`src/rtl/transmit_pkg.sv`:
```
// transmit_pkg: shared state type, line levels and frame geometry for the serial transmitter.
package transmit_pkg;
   localparam int DEF_DATA_W = 8;
   localparam int FRAME_BITS = DEF_DATA_W + 2;
   localparam logic START_BIT = 1'b0;
   localparam logic STOP_BIT = 1'b1;
   localparam logic IDLE_LEVEL = 1'b1;
   typedef enum logic [1:0] {IDLE, START, DATA, STOP} tx_state_t;
endpackage

```
`src/rtl/transmit_if.sv`:
```
// transmit_if: byte handshake plus serial line and status bundle between a byte source and the transmitter.
interface transmit_if #(
   parameter int DATA_W = 8,
   parameter int DEPTH = 4
) ();
   logic [DATA_W-1:0] data_in;
   logic data_valid;
   logic data_ready;
   logic txd;
   logic busy;
   logic [$clog2(DEPTH):0] fifo_count;
   modport master (output data_in, data_valid, input data_ready, txd, busy, fifo_count);
   modport slave (input data_in, data_valid, output data_ready, txd, busy, fifo_count);
endinterface

```
`src/rtl/transmit_tx_fifo.sv`:
```
// tx_fifo: power-of-two synchronous FIFO with occupancy count; caller must not push when full or pop when empty.
module tx_fifo #(
   parameter int DATA_W = 8,
   parameter int DEPTH = 4
) (
   input logic clk,
   input logic rst,
   input logic i_push,
   input logic [DATA_W-1:0] i_data,
   input logic i_pop,
   output logic [DATA_W-1:0] o_data,
   output logic [$clog2(DEPTH):0] o_count,
   output logic o_full
);
   localparam int AW = $clog2(DEPTH);
   logic [DATA_W-1:0] r_mem [DEPTH];
   logic [AW-1:0] r_wr_ptr, r_rd_ptr;
   logic [AW:0] r_count;
   assign o_data = r_mem[r_rd_ptr];
   assign o_count = r_count;
   assign o_full = r_count == (AW+1)'(DEPTH);
   // storage has no reset; only entries below the count are ever read
   always_ff @(posedge clk)
      if (i_push) r_mem[r_wr_ptr] <= i_data;
   // pointers wrap naturally at the power-of-two depth
   always_ff @(posedge clk or posedge rst)
      if (rst) begin
         r_wr_ptr <= '0;
         r_rd_ptr <= '0;
         r_count <= '0;
      end else begin
         if (i_push) r_wr_ptr <= r_wr_ptr + 1'b1;
         if (i_pop) r_rd_ptr <= r_rd_ptr + 1'b1;
         r_count <= r_count + (AW+1)'(i_push) - (AW+1)'(i_pop);
      end
   a_no_empty_pop: assert property (@(posedge clk) disable iff (rst) !(i_pop && r_count == '0));
endmodule

```
`src/rtl/transmit.sv`:
```
// transmit: FIFO-fed serialiser sending start bit, MSB-first data and stop bit back-to-back.
// Define TX_FRAME_CNT_EN to add frame_cnt, a wrapping 16-bit count of completed frames.
module transmit
   import transmit_pkg::*;
#(
   parameter int DATA_W = DEF_DATA_W,
   parameter int DEPTH = 4,
   parameter int CLKS_PER_BIT = 1
) (
   input logic clk,
   input logic rst,
   transmit_if.slave bus
`ifdef TX_FRAME_CNT_EN
   ,
   output logic [15:0] frame_cnt
`endif
);
   localparam int AW = $clog2(DEPTH);
   localparam int CW = $clog2(CLKS_PER_BIT + 1);
   localparam int BW = $clog2(DATA_W + 1);
   tx_state_t r_state;
   logic r_txd;
   logic [DATA_W-1:0] r_shreg, w_head;
   logic [BW-1:0] r_bit_cnt;
   logic [CW-1:0] r_clk_cnt;
   logic [AW:0] w_count;
   logic w_full, w_push, w_pop, w_have, w_bit_end;
   assign w_have = w_count != '0;
   assign w_bit_end = r_clk_cnt == CW'(CLKS_PER_BIT - 1);
   assign w_push = bus.data_valid && !w_full;
   assign w_pop = w_have && (r_state == IDLE || (r_state == STOP && w_bit_end));
   assign bus.data_ready = !w_full;
   assign bus.txd = r_txd;
   assign bus.busy = (r_state != IDLE) || w_have;
   assign bus.fifo_count = w_count;
   tx_fifo #(.DATA_W(DATA_W), .DEPTH(DEPTH)) u_fifo (
      .clk(clk),
      .rst(rst),
      .i_push(w_push),
      .i_data(bus.data_in),
      .i_pop(w_pop),
      .o_data(w_head),
      .o_count(w_count),
      .o_full(w_full)
   );
   // frame sequencer; the stop period chains straight into the next start when data is waiting
   always_ff @(posedge clk or posedge rst)
      if (rst) begin
         r_state <= IDLE;
         r_txd <= IDLE_LEVEL;
         r_shreg <= '0;
         r_bit_cnt <= '0;
         r_clk_cnt <= '0;
      end else begin
         r_clk_cnt <= (r_state == IDLE || w_bit_end) ? '0 : r_clk_cnt + 1'b1;
         case (r_state)
            IDLE:
               if (w_have) begin
                  r_shreg <= w_head;
                  r_txd <= START_BIT;
                  r_state <= START;
               end
            START:
               if (w_bit_end) begin
                  r_txd <= r_shreg[DATA_W-1];
                  r_shreg <= {r_shreg[DATA_W-2:0], 1'b0};
                  r_bit_cnt <= BW'(1);
                  r_state <= DATA;
               end
            DATA:
               if (w_bit_end) begin
                  if (r_bit_cnt < BW'(DATA_W)) begin
                     r_txd <= r_shreg[DATA_W-1];
                     r_shreg <= {r_shreg[DATA_W-2:0], 1'b0};
                     r_bit_cnt <= r_bit_cnt + 1'b1;
                  end else begin
                     r_txd <= STOP_BIT;
                     r_state <= STOP;
                  end
               end
            default:
               if (w_bit_end) begin
                  r_shreg <= w_have ? w_head : r_shreg;
                  r_txd <= w_have ? START_BIT : IDLE_LEVEL;
                  r_state <= w_have ? START : IDLE;
               end
         endcase
      end
`ifdef TX_FRAME_CNT_EN
   logic [15:0] r_frame_cnt;
   assign frame_cnt = r_frame_cnt;
   // counts each finished stop period, wrapping at 16 bits
   always_ff @(posedge clk or posedge rst)
      if (rst) r_frame_cnt <= '0;
      else if (r_state == STOP && w_bit_end) r_frame_cnt <= r_frame_cnt + 1'b1;
`endif
endmodule
```
`src/flat_wrapper.sv`:
```
// flat-port wrapper written by rule: the top's interface ports become plain ports
module transmit_flat import transmit_pkg::*;
#(
   parameter int DATA_W = DEF_DATA_W,
   parameter int DEPTH = 4,
   parameter int CLKS_PER_BIT = 1
)
  (clk, rst, bus_data_in, bus_data_valid, bus_data_ready, bus_txd, bus_busy, bus_fifo_count);
  transmit_if #(.DATA_W(DATA_W), .DEPTH(DEPTH)) bus_i ();
  input logic clk;
  input logic rst;
  input wire logic [$bits(bus_i.data_in)-1:0] bus_data_in;
  input wire logic [$bits(bus_i.data_valid)-1:0] bus_data_valid;
  output wire logic [$bits(bus_i.data_ready)-1:0] bus_data_ready;
  output wire logic [$bits(bus_i.txd)-1:0] bus_txd;
  output wire logic [$bits(bus_i.busy)-1:0] bus_busy;
  output wire logic [$bits(bus_i.fifo_count)-1:0] bus_fifo_count;
  assign bus_i.data_in = bus_data_in;
  assign bus_i.data_valid = bus_data_valid;
  assign bus_data_ready = bus_i.data_ready;
  assign bus_txd = bus_i.txd;
  assign bus_busy = bus_i.busy;
  assign bus_fifo_count = bus_i.fifo_count;
  transmit #(.DATA_W(DATA_W), .DEPTH(DEPTH), .CLKS_PER_BIT(CLKS_PER_BIT)) u_core (.clk(clk), .rst(rst), .bus(bus_i));
endmodule
```
`config.mk`:
```
export PLATFORM = sky130hd
export DESIGN_NAME = transmit_flat
export DESIGN_NICKNAME = d
export VERILOG_FILES = /design/src/rtl/transmit_pkg.sv /design/src/rtl/transmit_if.sv /design/src/rtl/transmit_tx_fifo.sv /design/src/rtl/transmit.sv /design/src/flat_wrapper.sv
export SDC_FILE = /design/constraint.sdc
export NUM_CORES = 1
export LEC_CHECK = 0
export CAP_MARGIN = 30
export CORE_MARGIN = 2
export CORE_UTILIZATION = 39
export CTS_BUF_LIST = sky130_fd_sc_hd__clkbuf_4 sky130_fd_sc_hd__clkbuf_8
export CTS_CLUSTER_DIAMETER = 100
export DETAILED_ROUTE_END_ITERATION = 12
export PLACE_DENSITY = 0.56
export SLEW_MARGIN = 0
export SYNTH_ARGS = -nofsm -noshare
export SYNTH_HDL_FRONTEND = slang
export SYNTH_SLANG_ARGS = --single-unit
```
`constraint.sdc`:
```
create_clock -name clk -period 2.5 [get_ports clk]
set_input_delay 0.75 -clock clk [delete_from_list [all_inputs] [get_ports clk]]
set_output_delay 0.75 -clock clk [all_outputs]
set_load 0.01 [all_outputs]
```
Yosys cells after proc, flatten, opt, wreduce, memory -nomap -nowiden --
Memory sizes are Yosys's and may differ from the RTL's. Cells that the tools add are included.
Storage, ports and cells: register bits after elaboration 23, memory bits (writable) 32, input port bits 11, output and inout bits 6, word-level logic and storage cells 69, memories kept 1
Memories:
- u_core.u_fifo.r_mem | depth 4, width 8, read ports 1, clocked after memory_dff 0, write ports 1, line transmit_tx_fifo.sv:16 | logic [DATA_W-1:0] r_mem [DEPTH];
Operators by class: add/subtract/negate cells 6, magnitude comparators 1, equal/unequal tests 10, multiplexer cells 27, bitwise gates (word level) 1, reduce and logical (&&, ||, !) cells 15
Operators with widths (number):
- $mux W8 | 5
- $pmux W8 S3 | 1
- $mux W4 | 3
- $reduce_and A4 Y1 | 3
- $mux W1 | 10
- $mux W2 | 5
- $ne A2 B2 Y1 const B | 4
- $pmux W4 S2 | 1
- $pmux W2 S3 | 1
- $reduce_and A5 Y1 | 1
- $add A2 B1 Y2 const B | 2
- $add A4 B1 Y4 const B | 1
- $eq A2 B2 Y1 const B | 2
- $lt A4 B4 Y1 const B | 1
- $ne A2 B1 Y1 const B | 2
- $reduce_bool A2 Y1 | 2
- $add A3 B1 Y3 | 1
- $eq A3 B3 Y1 const B | 1
- $logic_and A1 B1 Y1 | 3
- $logic_or A1 B1 Y1 | 3
- $pmux W1 S3 | 1
- $reduce_bool A3 Y1 | 1
- $sub A3 B1 Y3 | 1
- $eq A2 B1 Y1 const B | 1
- other kinds (4) | 4

Depth between registers and ports, before layout --
Gate-level depths: netlist (run 1).
word-level depth 5, gate-level depth with buffers 10

Cells and area by module --
From an unflattened synthesis (run 1), not the netlist that was laid out.
Unflattened totals: cells, all modules 188, area total of the unflattened synthesis 2591.2 um2
Modules (own cells, without submodules):
- tx_fifo | instances 1, cells each 76, area each 1542.7 um2
- transmit | instances 1, cells each 112, area each 1048.5 um2

Worst setup path after synthesis (run 1) --
No wires, ideal clock.
path type register to register, start register u_core.u_fifo.r_count[2], in the netlist u_core.u_fifo.o_count[2], end register u_core.u_fifo.r_count[2], in the netlist u_core.u_fifo.o_count[2], library setup time 126 ps, arrival time 2339 ps, required time 2374 ps, path slack 35 ps, cell stages (with the launch flop) 9, buffers on the path 0, path through dfrtp_1 nor3_1 a21oi_1 ha_1 inv_1 ha_1 fa_1 xor2_1 xnor2_1
RTL lines:
- start: declaration | line transmit_tx_fifo.sv:18 | logic [AW:0] r_count;
- start signal: assignment | line transmit_tx_fifo.sv:34 | r_count <= r_count + (AW+1)'(i_push) - (AW+1)'(i_pop);
- $reduce_bool A3 Y1 | line transmit.sv:28 | assign w_have = w_count != '0;
- $logic_and A1 B1 Y1 | line transmit.sv:31 | assign w_pop = w_have && (r_state == IDLE || (r_state == STOP && w_bit_end));
- named net u_core.u_fifo.i_pop | line transmit_tx_fifo.sv:10 | input logic i_pop,
- $sub A3 B1 Y3 | line transmit_tx_fifo.sv:34
The timed path passes the listed nets, and every way through them passes these cells. A chain may end at the register's enable or synchronous reset.

Final worst setup path (run 1) --
start register u_core.r_state[1], end output bus_busy
On the way: word-level cells in the longest chain between the ends 2
RTL lines:
- start: declaration | line transmit.sv:21 | tx_state_t r_state;
- start signal: assignment | line transmit.sv:85 | r_state <= w_have ? START : IDLE;
- $reduce_bool A2 Y1 | line transmit.sv:34 | assign bus.busy = (r_state != IDLE) || w_have;
- $logic_or A1 B1 Y1 | line transmit.sv:34
- end: declaration | line flat_wrapper.sv:16 | output wire logic [$bits(bus_i.busy)-1:0] bus_busy;
Every way passes these cells.

==> reports/results.txt, run 1 <==
The run finished with clean final reports. STA classifies the critical path endpoint as a primary output. For the accumulated negative setup slack, the log shows 0 ns.

Setup repair after global routing left no endpoint under its margin. The class of the tightest hold or removal check is reg2reg. In this run the worst path has a maximum fanout of 7. TritonCTS built the clock tree. The run gives 17 as the number of I/O pins. The biggest area contributor in the post-synthesis netlist is sky130_fd_sc_hd__edfxtp_1. The total overflow left after global routing is 0. Antenna cell count: 0. The maximum clock path buffer count was 2; the pin count of the biggest net entering global routing was 24.

CTS built an H-tree with a depth of 2. Critical-path cell with the highest stage delay: sky130_fd_sc_hd__clkdlybuf4s50_1. The largest stage delay on the critical path was 0.48 ns; the mean cell area of the mapped netlist was 14.2 µm².

For the remaining number of nets flagged by the antenna check after routing, the log shows 0. The tools report the synthesized netlist net count as 204. Setup slack on the critical path of the routed design comes to 0.0905 ns.

Internal power component: 2210 µW. The worst-case IR drop observed on VDD is 583 µV. The critical path in this run is classified as reg2out. For this run, the total global-route usage over all layers was measured as 13.0%. The tools report the number of placement rows as 29. Net switching is 35.7% of the power. Among all flip-flop cells after synthesis, the most frequent one is sky130_fd_sc_hd__edfxtp_1. The tree built by TritonCTS fans out to 55 sinks.

The area growth from synthesis to layout is 14.5%. Once the floorplan was initialized, standard cells occupied 40.1% of the core. Critical path required time: 1.75 ns. For the instance area after placement, the log shows 2820 µm². The run gives 0 as the final routed DRC violation total. The detailed-routed wire length on met3 is 104 µm, and the power density relative to cell area is 1180 nW/µm². The number of endpoints with negative hold slack in the final report is 0. Number of warnings printed during yosys synthesis: 0. Setup violations remaining at the end of the flow were counted as 0. The die area came out at 7190 µm². At the end of routability-driven placement, the weighted congestion stood at 0.755. After detailed routing, the average wire length per cell comes to 15.3 µm. The sequential cells in the finished layout cover a total of 1540 µm². After clock tree synthesis, the clock-pin slew on the worst setup and hold paths is 0.09 ns. In the final layout, the multi-input gates occupy 947 µm². The height of the die is 84.8 µm.

The final clock skew is 0.00729 ns. The first global-routing pass estimated 7.09 mm of wire. The final layout contains 227 nets.

The logs give 0.0512 ns for the worst-case setup slack after placement and 2.07 mm for the total routed wire length on the met1 layer. The switching power was 1220 µW; the synthesized instance count was 180. The run gives 549 as the fill cell instance count of the final layout.

In this run the tool buffered the top-level ports with 16 buffer cells. In this run, distinct cell masters in the synthesized netlist total 36. The detailed-route via count was 1398; the maximum frequency from static timing analysis was 415 MHz. The post-route netlist has 15.7% of its cells at a drive strength greater than 1. Walking the worst path, the cells encountered are inv_1 -> ha_2 -> nand2_1 -> clkdlybuf4s50_1.

From left edge to right edge, the die measures 84.8 µm. The sequential group share of total power was 43.3%; the slew of the pin with the lowest slew margin was 0.583 ns. After synthesis, the cell types taking the most area are sky130_fd_sc_hd__edfxtp_1 (38%), sky130_fd_sc_hd__dfrtp_1 (22%), sky130_fd_sc_hd__mux4_2 (7.1%).

The clock period could shrink to 2.41 ns. In the routed layout, each cell is associated on average with a via count of 4.98. CTS placed an instance of sky130_fd_sc_hd__clkbuf_8 at the clock tree root. The number of max-capacitance violations reported came out at 0. In this run the tightest slew margin relative to its limit is 61.1%. The core region area came out at 6350 µm². The detailed-router iteration count before antenna repair is 4, and the final routed wirelength across all metal layers is 4.31 mm. In this run, CTS created clock tree buffers numbering 5. For the count of final max-slew check failures, the log shows 0. The leakage dissipation is 0.00114 µW, and the number of flip-flops and latches in the synthesized netlist is 55.

The fraction of post-synthesis cell area in the top cell type by area was 37.7%. After routing the design area is 2920 µm². Number of global-route vias before repair: 1442. The initial detailed-routing violation count was 50; the arrival time at the worst endpoint was 1.66 ns. The number of antenna violations at the first check in global routing was 0. Summed over all nets, the half-perimeter wirelength after detailed placement is 3.10 mm. After synthesis, flip-flops and latches occupy 60.4% of the total area. In the detailed route, the total length drawn on met2 is 2.09 mm.

Final critical-path share of the clock period: 96.4%. The tools report the part of the total power dissipated in the clock network as 14.1%. The highest layer touched by signal routing is met4.

The type of origin of the critical path is a flip-flop. In this run the cell area of the synthesized design comes to 2550 µm². The synthesized design contains 32 enable-type register cells. The combinational group share of total power is 42.6%, and the fraction of synthesis flops using an asynchronous set or reset pin is 41.8%. Clock latency on the worst-skew pair, taken at its later pin, is 0.30 ns.
==> cells in the mapped netlist, types with 2 or more instances <==
| cell type | n |
|---|---|
| sky130_fd_sc_hd__edfxtp_1 | 32 |
| sky130_fd_sc_hd__and3_1 | 4 |
| sky130_fd_sc_hd__inv_1 | 13 |
| sky130_fd_sc_hd__nand3b_1 | 8 |
| sky130_fd_sc_hd__xnor2_1 | 3 |
| sky130_fd_sc_hd__o21ai_0 | 6 |
| sky130_fd_sc_hd__mux2i_1 | 7 |
| sky130_fd_sc_hd__clkbuf_1 | 2 |
| sky130_fd_sc_hd__mux4_2 | 8 |
| sky130_fd_sc_hd__nand3_1 | 9 |
| sky130_fd_sc_hd__xor2_1 | 2 |
| sky130_fd_sc_hd__o31ai_1 | 2 |
| sky130_fd_sc_hd__nand2_1 | 12 |
| sky130_fd_sc_hd__nor3_1 | 2 |
| sky130_fd_sc_hd__and2_1 | 8 |
| sky130_fd_sc_hd__a21oi_1 | 4 |
| sky130_fd_sc_hd__dfrtp_1 | 22 |
| sky130_fd_sc_hd__buf_2 | 2 |
| sky130_fd_sc_hd__ha_1 | 12 |
| sky130_fd_sc_hd__nand2b_1 | 2 |
| sky130_fd_sc_hd__mux2_2 | 3 |
| sky130_fd_sc_hd__nor2_1 | 3 |
==> layer usage <==
metal  GRT usage (%)  vias up
met5               0        -
met1            17.4      684
met3            3.50        4
met4            3.90        0
li1                -      692
met2            20.9       18
==> power groups by stage <==
stage | Clock, µW | Sequential [µW] | Combinational [µW]
after floorplan | 0 | 1410 | 1120
after global placement | 0 | 1490 | 1390
after detailed placement | 0 | 1520 | 1460
after CTS | 503 | 1490 | 1480
after global routing | 533 | 1530 | 1630
final | 485 | 1490 | 1460
==> worst paths after layout <==
kind	startpoint	endpoint	slack, ns	cells past startpoint
worst max-delay path	u_core.r_state[1]	bus_busy	0.09	4
worst max register to register	u_core.r_state[1]	u_core.u_fifo.o_count[2]	0.29	10
max in group asynchronous	rst	u_core.bus.txd	1.42	3
worst min register to register	u_core.r_bit_cnt[1]	u_core.r_bit_cnt[1]	0.54	2
worst min-delay path	u_core.r_bit_cnt[1]	u_core.r_bit_cnt[1]	0.54	2
min in group asynchronous	rst	u_core.u_fifo.o_count[2]	0.78	3
==> flip-flops by register name, indices dropped and copies added (netlist names), 2 cells and up <==
signal / cells
u_core.r_bit_cnt: 4
u_core.u_fifo.o_count: 3
u_core.r_state: 2
u_core.u_fifo.r_mem: 32
u_core.u_fifo.r_wr_ptr: 2
u_core.r_shreg: 8
u_core.u_fifo.r_rd_ptr: 2
==> kinds of logic after synthesis <==
group	share of synthesized area [%]
simple gates	11.2
other cells	0.147
buf+inv	2.75
xor+xnor	1.72
flops	60.4
compound gates	5.99
fa+ha+maj	6.68
mux	11.1
==> worst max-delay path, delay by kind of cell, from the launching register on <==
kind,cells,cell delay [ns]
and+or+nand+nor,1,0.08
buffers and inverters,2,0.59
adders and majority gates,1,0.25
DFF,1,0.44
==> cell type report <==
class | instances | area share [%]
Clock inverter | 2 | 0.472
Timing Repair Buffer | 21 | 6.78
Clock buffer | 6 | 2.62
Tap cell | 77 | 3.30
Sequential cell | 55 | 52.7
Inverter | 13 | 1.67
Multi-Input combinational cell | 107 | 32.5
==> timing repair <==
action	CTS	global route
setup endpoints to repair	1	1
buffers inserted	1	0
pin swaps	0	0
resized for setup	0	1
hold buffers	0	0
==> cell usage in the layout, fill, tap and decap left out, types with 5 or more instances in the layout <==
cell | Yosys | final
sky130_fd_sc_hd__inv_1 | 13 | 13
sky130_fd_sc_hd__mux2i_1 | 7 | 7
sky130_fd_sc_hd__clkbuf_8 | 0 | 5
sky130_fd_sc_hd__nand2_1 | 12 | 12
sky130_fd_sc_hd__ha_1 | 12 | 11
sky130_fd_sc_hd__clkdlybuf4s50_1 | 0 | 16
sky130_fd_sc_hd__edfxtp_1 | 32 | 32
sky130_fd_sc_hd__nand3b_1 | 8 | 8
sky130_fd_sc_hd__and2_1 | 8 | 8
sky130_fd_sc_hd__mux4_2 | 8 | 8
sky130_fd_sc_hd__o21ai_0 | 6 | 6
sky130_fd_sc_hd__dfrtp_1 | 22 | 22
sky130_fd_sc_hd__nand3_1 | 9 | 9
sky130_fd_sc_hd__buf_4 | 0 | 5
==> per-stage QoR <==
stage	utilization, %	std cells	hold slack, ns	total power [µW]
finish	46.0	281	0.542	3430
floorplan	-	180	0.476	2530
detailed placement	44.4	272	0.517	2980
CTS	45.9	281	0.541	3480
global route	46.0	281	0.563	3700
global placement	44.4	272	0.491	2880
Note: power is estimated with default switching activity, not from simulation.
==> run 2: changes to the inputs <==
Settings changed: SLEW_MARGIN 0 to not set.
==> results of run 2 <==
The final DEF is identical to that of run 1; final timing and power are the same.
